$ cat src/rtl/rib_arbiter.sv
// Round-robin arbiter sharing one slave port among NUM_M bus masters.
// Master 0 is the core data port; one outstanding transaction, per-transaction timeout.
module rib_arbiter #(
    parameter int NUM_M   = 4,
    parameter int ADDR_W  = 32,
    parameter int DATA_W  = 32,
    parameter int TIMEOUT = 255
) (
    input  logic                      clk,
    input  logic                      rst_n,
    input  logic [NUM_M-1:0]          m_req_i,
    input  logic [NUM_M-1:0]          m_wr_en_i,
    input  logic [NUM_M*ADDR_W-1:0]   m_addr_i,
    input  logic [NUM_M*DATA_W-1:0]   m_wdata_i,
    output logic [NUM_M-1:0]          m_ack_o,
    output logic                      m_err_o,
    output logic [DATA_W-1:0]         m_rdata_o,
    output logic                      s_req_o,
    output logic                      s_wr_en_o,
    output logic [ADDR_W-1:0]         s_addr_o,
    output logic [DATA_W-1:0]         s_wdata_o,
    input  logic [DATA_W-1:0]         s_rdata_i,
    input  logic                      s_ack_i,
    output logic                      hold_flag_o
);

    localparam int IDX_W = (NUM_M > 1) ? $clog2(NUM_M) : 1;
    localparam int CNT_W = 16;
    localparam logic [CNT_W-1:0] CNT_LAST = CNT_W'(TIMEOUT - 1);
    localparam logic [IDX_W-1:0] IDX_LAST = IDX_W'(NUM_M - 1);

    typedef enum logic [1:0] {
        ST_IDLE,
        ST_BUSY,
        ST_RESP
    } state_e;

    state_e              state_q, state_d;
    logic [IDX_W-1:0]    grant_q, grant_d;
    logic [IDX_W-1:0]    last_q, last_d;
    logic [CNT_W-1:0]    cnt_q, cnt_d;
    logic [NUM_M-1:0]    ack_q, ack_d;
    logic                err_q, err_d;
    logic [DATA_W-1:0]   rdata_q, rdata_d;
    logic                s_req_q, s_req_d;
    logic                s_wr_q, s_wr_d;
    logic [ADDR_W-1:0]   s_addr_q, s_addr_d;
    logic [DATA_W-1:0]   s_wdata_q, s_wdata_d;

    logic [IDX_W-1:0]    winner;
    logic [IDX_W-1:0]    idx;
    logic                found;
    logic [NUM_M-1:0]    grant_onehot;

    // Walk the masters starting just after the last winner, wrapping at NUM_M-1.
    // NOTE: every variable written here gets a default first, so no path leaves it unassigned and no latch is inferred.
    always_comb begin
        winner = last_q;
        found  = 1'b0;
        idx    = last_q;
        for (int off = 0; off < NUM_M; off++) begin
            idx = (idx == IDX_LAST) ? '0 : idx + IDX_W'(1);
            if (!found && m_req_i[idx]) begin
                found  = 1'b1;
                winner = idx;
            end
        end
    end

    assign grant_onehot = NUM_M'(1) << grant_q;

    always_comb begin
        state_d   = state_q;
        grant_d   = grant_q;
        last_d    = last_q;
        cnt_d     = cnt_q;
        ack_d     = '0;
        err_d     = 1'b0;
        rdata_d   = rdata_q;
        s_req_d   = s_req_q;
        s_wr_d    = s_wr_q;
        s_addr_d  = s_addr_q;
        s_wdata_d = s_wdata_q;

        unique case (state_q)
            ST_IDLE: begin
                cnt_d = '0;
                if (found) begin
                    state_d   = ST_BUSY;
                    grant_d   = winner;
                    last_d    = winner;
                    s_req_d   = 1'b1;
                    s_wr_d    = m_wr_en_i[winner];
                    s_addr_d  = m_addr_i[winner*ADDR_W +: ADDR_W];
                    s_wdata_d = m_wdata_i[winner*DATA_W +: DATA_W];
                end
            end

            ST_BUSY: begin
                cnt_d = cnt_q + CNT_W'(1);
                // A slave ack on the final cycle still counts as success.
                if (s_ack_i) begin
                    state_d = ST_RESP;
                    ack_d   = grant_onehot;
                    rdata_d = s_wr_q ? '0 : s_rdata_i;
                    s_req_d = 1'b0;
                    s_wr_d  = 1'b0;
                end else if (cnt_q == CNT_LAST) begin
                    state_d = ST_RESP;
                    ack_d   = grant_onehot;
                    err_d   = 1'b1;
                    rdata_d = '0;
                    s_req_d = 1'b0;
                    s_wr_d  = 1'b0;
                end
            end

            ST_RESP: begin
                cnt_d   = '0;
                state_d = ST_IDLE;
            end

            default: begin
                state_d = ST_IDLE;
            end
        endcase
    end

    // NOTE: state is updated with non-blocking assignments so every register samples pre-edge values.
    always_ff @(posedge clk or negedge rst_n) begin
        if (!rst_n) begin
            state_q   <= ST_IDLE;
            grant_q   <= '0;
            last_q    <= IDX_LAST;
            cnt_q     <= '0;
            ack_q     <= '0;
            err_q     <= 1'b0;
            rdata_q   <= '0;
            s_req_q   <= 1'b0;
            s_wr_q    <= 1'b0;
            s_addr_q  <= '0;
            s_wdata_q <= '0;
        end else begin
            state_q   <= state_d;
            grant_q   <= grant_d;
            last_q    <= last_d;
            cnt_q     <= cnt_d;
            ack_q     <= ack_d;
            err_q     <= err_d;
            rdata_q   <= rdata_d;
            s_req_q   <= s_req_d;
            s_wr_q    <= s_wr_d;
            s_addr_q  <= s_addr_d;
            s_wdata_q <= s_wdata_d;
        end
    end

    assign m_ack_o     = ack_q;
    assign m_err_o     = err_q;
    assign m_rdata_o   = rdata_q;
    assign s_req_o     = s_req_q;
    assign s_wr_en_o   = s_wr_q;
    assign s_addr_o    = s_addr_q;
    assign s_wdata_o   = s_wdata_q;
    assign hold_flag_o = m_req_i[0] & ~ack_q[0];

endmodule

$ cat config.mk
export PLATFORM = sky130hd
export DESIGN_NAME = rib_arbiter
export DESIGN_NICKNAME = d
export VERILOG_FILES = /design/src/rtl/rib_arbiter.sv
export SDC_FILE = /design/constraint.sdc
export NUM_CORES = 1
export LEC_CHECK = 0
export ABC_AREA = 1
export CAP_MARGIN = 40
export CORE_AREA = 2 2 155 157
export DETAILED_ROUTE_END_ITERATION = 6
export DIE_AREA = 0 0 157 159
export MAX_ROUTING_LAYER = met4
export PLACE_DENSITY = 0.75
export SLEW_MARGIN = 20
export SYNTH_ARGS = -nofsm -noshare
export SYNTH_HDL_FRONTEND = slang
export SYNTH_SLANG_ARGS = --single-unit
export TNS_END_PERCENT = 100
$ cat constraint.sdc
create_clock -name clk -period 3.1 [get_ports clk]
set_clock_uncertainty 0.15 [all_clocks]
set_input_delay 0.31 -clock clk [delete_from_list [all_inputs] [get_ports clk]]
set_output_delay 0.31 -clock clk [all_outputs]
set_load 0.005 [all_outputs]
**After elaboration in Yosys (flattened, before gate mapping)**

Index checks and enable logic that the tools add are counted.

- Muxes and demuxes: 42
- Shifts and indexed selects: 3
- $lt $le $gt $ge: 5
- Bitwise operators: 2
- Add/sub/neg operators: 5
- Reductions and logical operators: 15
- Eq/ne operators: 9

Operators with widths:

| cell | count |
|---|---|
| variable part select 128 x 8 -> 32 bit | 2 |
| 2-to-1 mux 32 bit | 3 |
| one-hot mux 16 bit (2 select lines) | 1 |
| 2-to-1 mux 2 bit | 11 |
| adder 16 x 1 -> 16 bit, second input constant | 1 |
| equality test 16 x 8 -> 1 bit, second input constant | 1 |
| 2-to-1 mux 1 bit | 16 |
| less-than comparator 2 x 3 -> 1 bit, second input constant | 5 |
| 2-to-1 mux 4 bit | 3 |
| binary-select mux 1 bit (select 2 bit) | 5 |
| equality test 2 bit, second input constant | 5 |
| adder 2 x 1 -> 2 bit, second input constant | 4 |
| AND reduction 2 bit | 3 |
| nonzero test 2 bit | 3 |
| one-hot mux 1 bit (2 select lines) | 2 |
| one-hot mux 2 bit (2 select lines) | 1 |
| left shift 1 x 2 -> 4 bit, first input constant | 1 |
| logical AND 1 bit | 3 |
| logical NOT 1 bit | 3 |
| != test 3 bit, second input constant | 1 |
| AND reduction 3 bit | 1 |
| equality test 2 x 1 -> 1 bit, second input constant | 1 |
| logical NOT 2 bit | 1 |
| != test 2 bit, second input constant | 1 |
| other kinds (3) | 3 |

- Bits of input ports: 299
- Logic and storage cells: 92
- Output and inout port bits: 104
- Register bits: 125

**Logic depth before layout (Yosys ltp)**

- Word-level depth: 18
- Gate-level depth with buffers: 20
- Mapped depth without buffers: 17

**Worst setup path before layout**

OpenSTA, ideal clock, no wires.

- Kind: register -> register
- Start point: register last_q[0]
- End point: register s_wdata_q[11] (netlist: s_wdata_o[11])
- Path buffers: 2
- Stages on the path, launching flop included: 16
- Library setup time: 130 ps
- Clock period less this slack: 2533 ps
- Slack: 567 ps
- Arrival: 2253 ps
- Data required time: 2820 ps
- Cell sequence: dfstp_2 > ha_1 > inv_2 > nand2_1 > nand2_1 > nand2_1 > nand2_2 > nor2_4 > nand3_4 > inv_2 > nand2_1 > nand2_2 > buf_6 > buf_4 > o211ai_1 > nand3_1

- Word-level cells in the longest chain between the ends: 15
- Elaborated cells on any way between the ends: 36
- Classes of those cells: add/sub (4); eq/ne (4); shift (1); mux (20); reduce/logical (7)

RTL lines:

| item | RTL line | text |
|---|---|---|
| start: declaration | 40 | `logic [IDX_W-1:0] last_q, last_d;` |
| start signal: assignment | 146 | `last_q <= last_d;` |
| parallel branches: the longest is 15 deep, another holds adder 2 x 1 -> 2 bit | -- |  |
| end signal: assignment | 154 | `s_wdata_q <= s_wdata_d;` |
| end: declaration | 48 | `logic [DATA_W-1:0] s_wdata_q, s_wdata_d;` |

Several ways; the timed one is not identified. The select of a mux whose other input is x is not followed.
A chain may end at the register's enable or synchronous reset.

**Final worst setup path**

- Start point: register last_q[0]
- End point: register s_addr_q[14] (netlist: s_addr_o[14])

- Word-level cells in the longest chain between the ends: 15
- Elaborated cells on any way between the ends: 36
- Classes of those cells: add/sub (4); eq/ne (4); shift (1); mux (20); reduce/logical (7)

RTL lines:

| item | RTL line | text |
|---|---|---|
| parallel branches: the longest is 15 deep, another holds adder 2 x 1 -> 2 bit | -- |  |
| end signal: assignment | 153 | `s_addr_q <= s_addr_d;` |
| end: declaration | 47 | `logic [ADDR_W-1:0] s_addr_q, s_addr_d;` |

Several ways; the timed one is not identified. The select of a mux whose other input is x is not followed.

==> out/results.txt <==
The run finished with clean final reports. Number of setup buffers added after CTS: 0. Across the run, the number of max-cap violations was 0. Routability-driven placement finished with a final weighted congestion of 0.927.

In the synthesized netlist the dominant register cell turns out to be sky130_fd_sc_hd__dfrtp_1. The run gives 25000 µm² as the area of the die. The first-pass GRT wire length was 45.3 mm. The actual slew at the worst max-slew pin came out at 654 ps.

The share of synthesized registers carrying an async set or reset works out to 1.00. The run gives 0.566 as the core utilization of the finished layout. The run gives 0 as the initial antenna violation count. STA classifies the critical path endpoint as a flop. Number of enable-type register cells in the synthesized netlist: 0. In this run the worst hold path is classified as input port to asynchronous set/reset pin.

Leaving out fill and tap cells, the most frequent cells in the layout are sky130_fd_sc_hd__nand2_1, sky130_fd_sc_hd__clkdlybuf4s50_1, sky130_fd_sc_hd__inv_1. Total via count in the routed design: 9170. The cell that appears most often on the critical path is sky130_fd_sc_hd__nand2_1. The tools report the final-layout setup total negative slack as 0 ps.

The detailed router finished its first iteration with 620 violations. The mean post-synth cell area is 6.52 µm², and the final layout net count is 1913. During synthesis, Yosys emitted a total of 0 warnings. The cell family with the largest share of critical-path delay was simple AND/OR/NAND/NOR gates.

The number of placed cells counting well taps is 1908. The part of the cycle the worst path needs came out at 0.920. Leaving out fill and tap cells, the most frequent cell in the layout is sky130_fd_sc_hd__nand2_1. The fill cell instance count of the final layout was 2144; the count of cell types in the netlist was 34.

The internal power was 8.70 mW; the ratio of cells with drive above 1 in the final layout was 0.0505. Counting flops and latches in the post-synthesis netlist gives 125. For the relative contribution of the clock network to total power, the log shows 0.126.

The run gives 6.59 nW as the static leakage. Highest-delay cell along the critical path: sky130_fd_sc_hd__dfstp_2. The final number of hold-violating endpoints is 0. The gate count after technology mapping came out at 1229. Mean routed wirelength per cell: 14.9 µm. The fraction of power spent switching nets was 0.492; the count of boundary I/O pins was 403.

Summed over all layers, the routed wires come to 28.9 mm. The insertion delay to the later sink of the worst-skew pair came out at 400 ps. The headroom to the max-slew limit is 0.560. By area the synthesized netlist is led by sky130_fd_sc_hd__dfrtp_1, sky130_fd_sc_hd__nand2_1, sky130_fd_sc_hd__nand3_1, sky130_fd_sc_hd__inv_1, sky130_fd_sc_hd__o211ai_1.

The logs give 2 for the buffer levels on the longest clock path and 17.1 mW for the total design power. The count of final max-slew check failures was 0. CTS built an H-tree with a depth of 4.

The part of the power in combinational logic was 0.706. Together, buffers and inverters on the worst path number 2. The portion of synthesized cell area occupied by the leading cell type was 0.384. In the routed design, unresolved DRC markers number 0. Leaving out filler cells and counting taps, the final layout contains 1943. The via density per instance came out at 4.72. Counting cells, the worst reg-to-reg path comes to 15. The y dimension of the die was 159 µm; the die outline width was 157 µm. The repair_antennas step left the layout with diodes totalling 0. The worst register-to-register path begins at last_q[0].

The total area inside the core boundary comes to 23200 µm². Entering global routing, the biggest net connects 71 pins. Power spread over the standard cell area amounts to 1310 nW/µm².

Setup repair after global routing could not meet its margin everywhere. TritonCTS built the clock tree. The cell sitting at the root of the clock tree is a sky130_fd_sc_hd__clkbuf_16.

The tools report the number of CTS-inserted buffers as 17. The part of the total power dissipated in sequential elements was 0.168; the area added between synthesis and finish was 63.7%. The worst setup path is launched from a flop.

The critical path in this run is classified as flop to flop. The net switching component of the power is 8.43 mW. The sequential cell area in the final layout is 3130 µm², and the global routing usage summed across all routing layers is 0.236. The data required time of the critical path was 3240 ps; the starting density of the core was 0.346. The multi-input combinational cells in the finished layout cover a total of 3620 µm². The number of nets in the synthesized netlist was 1531; the upper clock frequency limit was 0.351 GHz. Minimum clock period after layout: 2850 ps. Setup violations remaining at the end of the flow were counted as 0. Once detail routing completed, the nets flagged for antenna violations numbered 0.

Summed over all instances, the cell type with the most area after synthesis is sky130_fd_sc_hd__dfrtp_1. Before antenna repair, the detailed router went through 5 iterations. The internal reg-to-reg setup slack is 250 ps. Arrival time reported for the critical path endpoint: 2990 ps. Clock tree synthesis found a total of 125 sinks. The tools report the sequential element share of the synthesized area as 0.391. The number of global-route vias before repair is 8817. In this design, the stage delay of the slowest critical-path cell is 590 ps. In this run the cell area of the synthesized design comes to 8020 µm². The total congestion overflow after global routing is 0. In this run the core area contains 56 standard-cell rows.

Traced cell by cell, the critical path runs through ha_2 -> inv_1 -> nand2_2 -> nand2_1 -> nand2_1 -> nand2_1 -> nand2_2 -> nor2_4 -> nand3_4 -> nand3_1 -> nand2_2 -> buf_12 -> nand2_1 -> nand3_1 -> nand3_1. The worst vdd rail ir drop came out at 0.000948 V. In this run the tool buffered the top-level ports with 402 buffer cells. Detailed placement finished with a half-perimeter wire length of 21.8 mm. The endpoint identified for the worst register-to-register timing path is s_addr_o[14]. After clock tree synthesis, the clock-pin slew on the worst setup and hold paths is 60 ps. The highest net fanout along the worst path was 28.
## layout make-up
cell class                      count  share of cell area
Timing Repair Buffer              431               0.334
Multi-Input combinational cell    782               0.276
Sequential cell                   125               0.239
Inverter                          254              0.0726
Clock buffer                       20              0.0340
Tap cell                          319              0.0304
Clock inverter                     12              0.0142
## cell usage after synthesis (all sizes together) (2+ instances only)
library cell	number
nand2	418
a21oi	11
clkbuf	20
o211ai	42
inv	253
ha	3
nor4	4
dfrtp	123
nand3	216
nor2	20
nor3	12
o21ai	48
buf	48
dfstp	2
## metal layers
layer / track usage / share of wire / up-vias
met4: 0.0972 / 0.034 / 0
met2: 0.382 / 0.49 / 360
met1: 0.288 / 0.42 / 4189
li1: - / - / 4559
met3: 0.0446 / 0.062 / 62
met5: - / 0 / -
## flip-flops by register name, summed over array words and instances (netlist names)
signal / count
s_wr_en_o: 1
s_wdata_o: 32
last_q: 2
m_rdata_o: 32
cnt_q: 16
s_req_o: 1
s_addr_o: 32
m_err_o: 1
grant_q: 2
state_q: 2
m_ack_o: 4
## cells by family after synthesis
logic type | share of synthesized area
compound gates | 0.0823
buf+inv | 0.163
simple gates | 0.359
flops | 0.391
fa+ha+maj | 0.00468
## through the flow
step	hold WS [ps]	area, µm²	setup slack [ps]
floorplan	-136	8020	567
global placement	287	12400	257
detailed placement	283	12400	181
CTS	311	13100	173
global route	175	13100	-1.76
finish	164	13100	248
## power by group through the flow
stage | sequential (mW) | combinational (mW) | clock (mW)
2_1_floorplan | 2.88 | 7.59 | 0
4_1_cts | 2.87 | 11.9 | 2.22
6_report | 2.88 | 12.1 | 2.16
5_1_grt | 2.96 | 13.6 | 2.29
3_3_place_gp | 2.86 | 11.7 | 0
3_5_place_dp | 2.87 | 11.9 | 0
## repair_timing
action | 4_1_cts | 5_1_grt
endpoints found under the setup margin | 0 | 66
resized for setup | 0 | 4
endpoints found under the hold margin | 52 | 0
hold buffers | 1 | 0
## how the worst max path moves through the flow
stage | start | to | slack [ps] | depth (start not counted)
3_3_place_gp | last_q[0] | s_addr_o[10] | 260 | 17
3_5_place_dp | last_q[0] | s_addr_o[10] | 180 | 17
5_1_grt | last_q[0] | s_addr_o[10] | -2 | 17
4_1_cts | last_q[0] | s_addr_o[10] | 170 | 17
2_1_floorplan | last_q[0] | s_wdata_o[11] | 570 | 15
6_report | last_q[0] | s_addr_o[14] | 250 | 15
(Power assumes the default switching activity.)
